[src/rtl/mux_sel_scanner_pkg.sv]
// mux_sel_scanner_pkg: channel count and select width shared with the downstream 4:1 mux and its bench
package mux_sel_scanner_pkg;
  localparam int NUM_CH = 4;
  localparam int SEL_W = 2;
endpackage

[src/rtl/mux_sel_scanner_rr_next_sel.sv]
// rr_next_sel: rotating-priority search for the next enabled channel after cur
//   cur   - current select
//   mask  - channel enable mask, bit k = channel k may be selected
//   nxt   - first enabled channel at cur+1, cur+2, cur+3 (mod 4); cur when none
//   valid - a different enabled channel exists
module rr_next_sel
  import mux_sel_scanner_pkg::*;
(
  input  logic [SEL_W-1:0]  cur,
  input  logic [NUM_CH-1:0] mask,
  output logic [SEL_W-1:0]  nxt,
  output logic              valid
);
  // Walk the offsets farthest-first so the nearest enabled channel wins.
  always_comb begin
    nxt = cur;
    valid = 1'b0;
    for (int d = NUM_CH - 1; d >= 1; d--) begin
      if (mask[cur + SEL_W'(d)]) begin
        nxt = cur + SEL_W'(d);
        valid = 1'b1;
      end
    end
  end
endmodule

[src/rtl/mux_sel_scanner.sv]
// mux_sel_scanner: registered select sequencer for a 4:1 mux with prescaled or single-step advance
//   i_clk   - clock, rising edge
//   i_rst_n - async active-low reset
//   i_en    - 1 = step every DIV cycles, 0 = manual stepping via i_step
//   i_mask  - channel enable mask, sampled only at an advance
//   i_step  - manual step level, rising edge honoured while i_en = 0
//   o_s     - select to the mux
//   o_tick  - high in the cycle after o_s changes
//   o_wrap  - high with o_tick when the new index is below the old one
module mux_sel_scanner
  import mux_sel_scanner_pkg::*;
#(
  parameter int DIV = 100
) (
  input  logic              i_clk,
  input  logic              i_rst_n,
  input  logic              i_en,
  input  logic [NUM_CH-1:0] i_mask,
  input  logic              i_step,
  output logic [SEL_W-1:0]  o_s,
  output logic              o_tick,
  output logic              o_wrap
);
  localparam int PW = $clog2(DIV);
  localparam logic [PW-1:0] LAST = PW'(DIV - 1);
  logic [PW-1:0] cnt;
  logic step_d;
  logic [SEL_W-1:0] nxt;
  logic valid;
  logic adv;
  logic move;
  rr_next_sel u_next (
    .cur  (o_s),
    .mask (i_mask),
    .nxt  (nxt),
    .valid(valid)
  );
  assign adv = i_en ? (cnt == LAST) : (i_step & ~step_d);
  assign move = adv & valid;
  always_ff @(posedge i_clk or negedge i_rst_n) begin
    if (!i_rst_n) begin
      cnt <= '0;
      step_d <= 1'b0;
      o_s <= '0;
      o_tick <= 1'b0;
      o_wrap <= 1'b0;
    end else begin
      cnt <= (i_en && cnt != LAST) ? cnt + 1'b1 : '0;
      step_d <= i_step;
      o_tick <= move;
      o_wrap <= move & (nxt < o_s);
      if (move) o_s <= nxt;
    end
  end
endmodule

[config.mk]
export PLATFORM = sky130hd
export DESIGN_NAME = mux_sel_scanner
export DESIGN_NICKNAME = d
export VERILOG_FILES = /design/src/rtl/mux_sel_scanner_pkg.sv /design/src/rtl/mux_sel_scanner_rr_next_sel.sv /design/src/rtl/mux_sel_scanner.sv
export SDC_FILE = /design/constraint.sdc
export NUM_CORES = 1
export LEC_CHECK = 0
export BUFFER_PORTS_ARGS = -buffer_cell sky130_fd_sc_hd__buf_2
export CELL_PAD_IN_SITES_DETAIL_PLACEMENT = 0
export CELL_PAD_IN_SITES_GLOBAL_PLACEMENT = 2
export CORE_MARGIN = 2
export CORE_UTILIZATION = 32
export CTS_CLUSTER_DIAMETER = 150
export DETAILED_ROUTE_END_ITERATION = 10
export GPL_TIMING_DRIVEN = 0
export PLACE_DENSITY = 0.83
export SYNTH_ARGS = -nofsm -noshare
export SYNTH_HDL_FRONTEND = slang
export SYNTH_SLANG_ARGS = --single-unit
[constraint.sdc]
create_clock -name i_clk -period 1.95 [get_ports i_clk]
set_input_delay 0.195 -clock i_clk [delete_from_list [all_inputs] [get_ports i_clk]]
set_output_delay 0.195 -clock i_clk [all_outputs]
set_load 0.05 [all_outputs]
==> flow_summary.ini, run 1 <==
[floorplan]
die_h_um = 49.2
io_pins = 12
dieWidth_um = 49.2
core_area_sq_um = 1940
die-area_sq_um = 2420
start_util_pct = 33.6
row_count = 16

[clock_tree]
clk_pin_slew_ns = 0.06
insertion_delay_ns = 0.26
cts_resized = 0
clock_path_buffers = 2
cts_sinks = 12
htreeDepth = 1
numCtsBuffers = 3
cts_tree = done
cts-root-buf = clkbuf_4

[setup_path]
critical_path_class = register to register
required_ns = 2.14
cp_common_cell = o21ai_0
crit_path_top_delay_cell = dfrtp_1
r2r_start = o_s[0]
cp.arrival_ns = 1.87
r2r-end = o_wrap
cp-end-kind = register
rrSetupSlack_ns = 0.27
max_stage_delay_ns = 0.46
start_kind = register
cp_cell_sequence = o21ai_0 -> o21ai_0 -> a211oi_1 -> ha_1 -> nand4b_1 -> a21oi_1
cp_max_fo = 9
reg2regPathDepth = 6

[place]
dp_hpwl_um = 977
pre_cts_ws_ns = 0.303
gp_congestion = 0.671
post-place-cells = 103
port_buffers = 11

[power]
p_int_uw = 466
switchingPower_uw = 297
power_frac_clock_pct = 18.2
swShare_pct = 38.9
irDropWorstVdd_uv = 377
leakage_uw = 0.000361
seqPwrFrac_pct = 40.6
power_density_nw_per_um2 = 985
p_comb_share_pct = 41.2

[layout]
final_common_cell = dfrtp_1
layout-drive-gt1-share_pct = 25.0
n_antenna_cell = 0
instances_no_fill = 107
final_cell_mix = 12 x dfrtp_1, 11 x buf_2, 8 x nor2_1, 5 x nand3_1, 5 x nand2_1
syn_to_final_growth_pct = 18.6
fin_nets = 92

[sta]
finalHoldViolations = 0
fin_worst_skew_ns = 0.00283
period_minus_slack_ns = 1.68
setup_tns_ns = 0
fmax_mhz = 594
rsz0062_at_grt = false
hold_slack_ns = 0.0497
fin_ws_ns = 0.267
slew_viol_final = 0
post-route-period-util_pct = 86.3
setup_viol = 0
worst_pin_slew_ns = 0.332
slew_headroom_pct = 77.7

[yosys]
synth-async-reset-ratio_pct = 100
syn_area_per_cell_sq_um = 10.0
synth_ff_type = dfrtp_1
synthesis.area_sq_um = 653
ys_seq_area_share_pct = 46.0
syn-num-nets = 75
ys_warn_count = 0
synth_cells = 65
ys_types = 27
ys_seq_elements = 12
synth_edf_count = 0

[hold_path]
min_from = i_step
min-delay-path-class = primary input to register
hold_path_depth = 1
whs_endpoint = step_d

[grt]
grt_usage_pct = 12.8
grt_max_degree = 13
grt_pass1_wl_um = 2330
antenna_found_initial = 0
grt-ovfl-total = 0
grt_pass1_vias = 519

[outcome]
run_status = complete, no violations

[route]
drc = 0
vias = 530
ant_nets = 0
drt_iter0_drc = 9
routedWlPerCell_um = 11.7
wl_um = 1250
drt-pass1-iter-count = 4
vias_per_cell = 4.95

[job]
cap_violations = 0
==> cell type report <==
cell class	instances	area [sq um]
timing repair buffer	12	65.1
buffer	1	7.51
inverter	3	11.3
clock buffer	3	22.5
sequential	12	300
tap	27	33.8
fill	202	1170
multi-input combinational	49	334
==> synth_stat cells (2+ instances only) <==
| library cell | number | area share (%) |
|---|---|---|
| a21oi_1 | 3 | 2.3 |
| and3_1 | 2 | 1.9 |
| dfrtp_1 | 12 | 46 |
| ha_1 | 2 | 3.8 |
| inv_1 | 3 | 1.7 |
| nand2_1 | 5 | 2.9 |
| nand3_1 | 5 | 3.8 |
| nor2_1 | 8 | 4.6 |
| nor3b_1 | 2 | 2.3 |
| o21ai_0 | 2 | 1.5 |
| o221a_2 | 2 | 3.4 |
| xnor2_1 | 3 | 4.0 |
| xor2_1 | 2 | 2.7 |
==> registers in the layout, indices dropped and copies added (netlist names) <==
| register | flops |
|---|---|
| cnt | 7 |
| o_s | 2 |
| o_tick | 1 |
| o_wrap | 1 |
| step_d | 1 |
==> through the flow <==
step	area [sq um]	util (%)	power [uW]
CTS	774	39.9	780
global route	774	39.9	837
detailed placement	742	38.2	632
global placement	742	38.2	630
floorplan	653	-	555
finish	774	39.9	763
==> critical path, delay by kind of cell, from the launching register on <==
kind                     cells  cell delay [ns]
AO/OA/AOI/OAI                4             0.68
adder cells (fa/ha/maj)      1             0.29
flip-flops                   1             0.46
AND/OR/NAND/NOR              1             0.17
==> how the worst max path moves through the flow <==
stage	slack, ns	startpoint	to
floorplan	0.14	o_s[1]	o_wrap
global placement	0.28	o_s[0]	o_wrap
detailed placement	0.30	o_s[0]	o_wrap
CTS	0.26	o_s[0]	o_wrap
global route	0.06	o_s[0]	o_wrap
finish	0.27	o_s[0]	o_wrap
==> layer usage <==
layer  vias up  GRT usage, %  part of all wire [%]
li1        266             -                     -
met2        22          20.7                    52
met5         -             0                     0
met3         0          2.76                   3.4
met1       242          14.5                    45
met4         0          10.0                     0
==> power groups by stage <==
stage	combinational, uW	sequential, uW	clock (uW)
6_report	314	310	139
4_1_cts	316	312	152
5_1_grt	351	316	170
2_1_floorplan	155	399	0
3_5_place_dp	316	315	0
3_3_place_gp	315	314	0
==> cell families after synthesis <==
logic type | after synthesis | share of synthesized area (%)
AOI/OAI and AO/OA | 13 | 15.1
xor gates and xnor gates | 5 | 6.71
adders and majority gates | 2 | 3.83
buffers and inverters | 4 | 2.87
DFF | 12 | 46.0
muxes | 1 | 1.53
and+or+nand+nor | 28 | 23.9
==> repair_timing <==
| action | in CTS | in global routing |
|---|---|---|
| hold buffers | 1 | 0 |
| buffers inserted | 0 | 0 |
| endpoints found under the hold margin | 12 | 0 |
| endpoints found under the setup margin | 0 | 0 |
Note: power is estimated with default switching activity, not from simulation.
==> run 2: changes to the inputs <==
- BUFFER_PORTS_ARGS: -buffer_cell sky130_fd_sc_hd__buf_2 -> default
- CAP_MARGIN: default -> 20
- CORE_UTILIZATION: 32 -> 36
- DONT_BUFFER_PORTS: default -> 1
- PLACE_DENSITY: 0.83 -> 0.82
==> run 2 against run 1 <==
Final area decreased by 4.5%; largest cell class unchanged; sequential share of layout area increased by 2.2 points; wire length decreased by 0.96%; worst setup slack got worse by 0.12 ns; highest routed layer unchanged; combinational power decreased by 35%; register-to-register slack got worse by 0.12 ns; largest power group is now registers; die area decreased by 10%; global-route usage increased by 1.4 points; maximum frequency decreased by 6.6%; power decreased by 0.78%.
==> flow_summary.ini, run 2 (synthesis gave the netlist of run 1 again) <==
[outcome]
run_status = complete, no violations

[sta]
slew_headroom_pct = 64.6
hold_slack_ns = 0.0853
period_minus_slack_ns = 1.80
slew_viol_final = 0
rsz0062_at_grt = false
setup_viol = 0
post-route-period-util_pct = 92.4
fin_worst_skew_ns = 0.00863
fmax_mhz = 555
finalHoldViolations = 0
worst_pin_slew_ns = 0.530

[setup_path]
required_ns = 2.13
endpoint = o_wrap
cp-end-kind = register
startpoint = o_s[1]
cp_max_fo = 9
start_kind = register
r2r-end = o_wrap
cp.arrival_ns = 1.99
critical_path_class = register to register
reg2regPathDepth = 6
rrSetupSlack_ns = 0.15
r2r_start = o_s[1]

[layout]
fin_nets = 82
reg_top3 = cnt x7, o_s x2
top_register = cnt
largest_reg_flops = 7
n_fill_cell = 176
n_antenna_cell = 0
layout-drive-gt1-share_pct = 18.6
final_cell_mix = 10 x dfrtp_1, 8 x nor2_1, 5 x nand3_1, 5 x nand2_1
syn_to_final_growth_pct = 13.2
final_common_cell = dfrtp_1
fin_area_sq_um = 739

[place]
port_buffers = 0
gp_congestion = 0.737
placed_cell_area_sq_um = 684
dp_hpwl_um = 896

[floorplan]
core_area_sq_um = 1710
die-area_sq_um = 2170
start_util_pct = 38.2
row_count = 15
die_h_um = 46.6
io_pins = 12
dieWidth_um = 46.6

[clock_tree]
cts_tree = done
cts_sinks = 12
numCtsBuffers = 3
cts_setup_buffers = 0
clock_path_buffers = 2
insertion_delay_ns = 0.27
clk_pin_slew_ns = 0.07
cts-root-buf = clkbuf_4
htreeDepth = 1

[hold_path]
min-delay-path-class = primary input to register

[grt]
grt_usage_pct = 14.2
grt_pass1_wl_um = 2080
grt_pass1_vias = 468
antenna_found_initial = 0
grt_max_degree = 13
grt-ovfl-total = 0

[route]
drt-pass1-iter-count = 2
drc = 0
wl_um = 1240
vias = 478
ant_nets = 0
vias_per_cell = 5.03
drt_iter0_drc = 7
routedWlPerCell_um = 13.0

[power]
leakage_uw = 0.000319
power_density_nw_per_um2 = 1020
irDropWorstVdd_uv = 543
p_total_uw = 757

[job]
cap_violations = 0
run 2: layer usage:
layer	up-vias	wire (um)	track usage, %
met5	-	0	0
met4	0	0	3.43
met2	10	534	17.2
met1	224	631	21.2
li1	244	-	-
met3	0	71	7.84
run 2: critical path: stages, from the launching register on:
cell	delay [ns]
dfrtp_2	0.52
buf_4	0.22
nor3_2	0.27
a211oi_2	0.09
ha_1	0.28
nand4b_1	0.17
a21oi_1	0.17
run 2: area by class of cell:
cell class	instances	area, sq um	share of cell area, %
Timing Repair Buffer	2	20.0	2.71
Tap cell	25	31.3	4.23
Sequential cell	12	303	40.9
Clock buffer	3	22.5	3.05
Inverter	3	11.3	1.52
Multi-Input combinational cell	49	344	46.5
Buffer	1	7.51	1.02
run 2: stage by stage:
stage / setup TNS, ns / utilization [%] / setup WS, ns / cells
final: 0 / 43.3 / 0.148 / 95
after global placement: -0.0636 / 40.1 / -0.0636 / 90
after detailed placement: -0.0263 / 40.1 / -0.0263 / 90
after global routing: 0 / 43.3 / 0.0281 / 95
after floorplan: 0 / - / 0.139 / 65
after CTS: 0 / 42.7 / 0.0713 / 95
run 2: worst min path at each step:
stage / start / end / slack, ns / cells past startpoint
final: i_en / cnt[1] / 0.09 / 1
after global routing: i_en / cnt[1] / 0.1 / 1
after CTS: i_en / cnt[1] / 0.08 / 1
after detailed placement: i_rst_n / o_s[1] / -0.10 / 0
after global placement: i_rst_n / o_tick / -0.10 / 0
after floorplan: i_rst_n / cnt[0] / -0.10 / 0
run 2: timing repair:
action                     4_1_cts  5_1_grt
setup endpoints to repair        1        1
hold endpoints to repair        13        0
hold buffers                     2        0
pin swaps                        0        0
gates cloned                     0        0
resized for setup                2        2
run 2: power by group:
group | switching, uW | internal [uW]
clock network | 72.6 | 71.3
registers | 126 | 283
logic | 102 | 102
total | 301 | 456
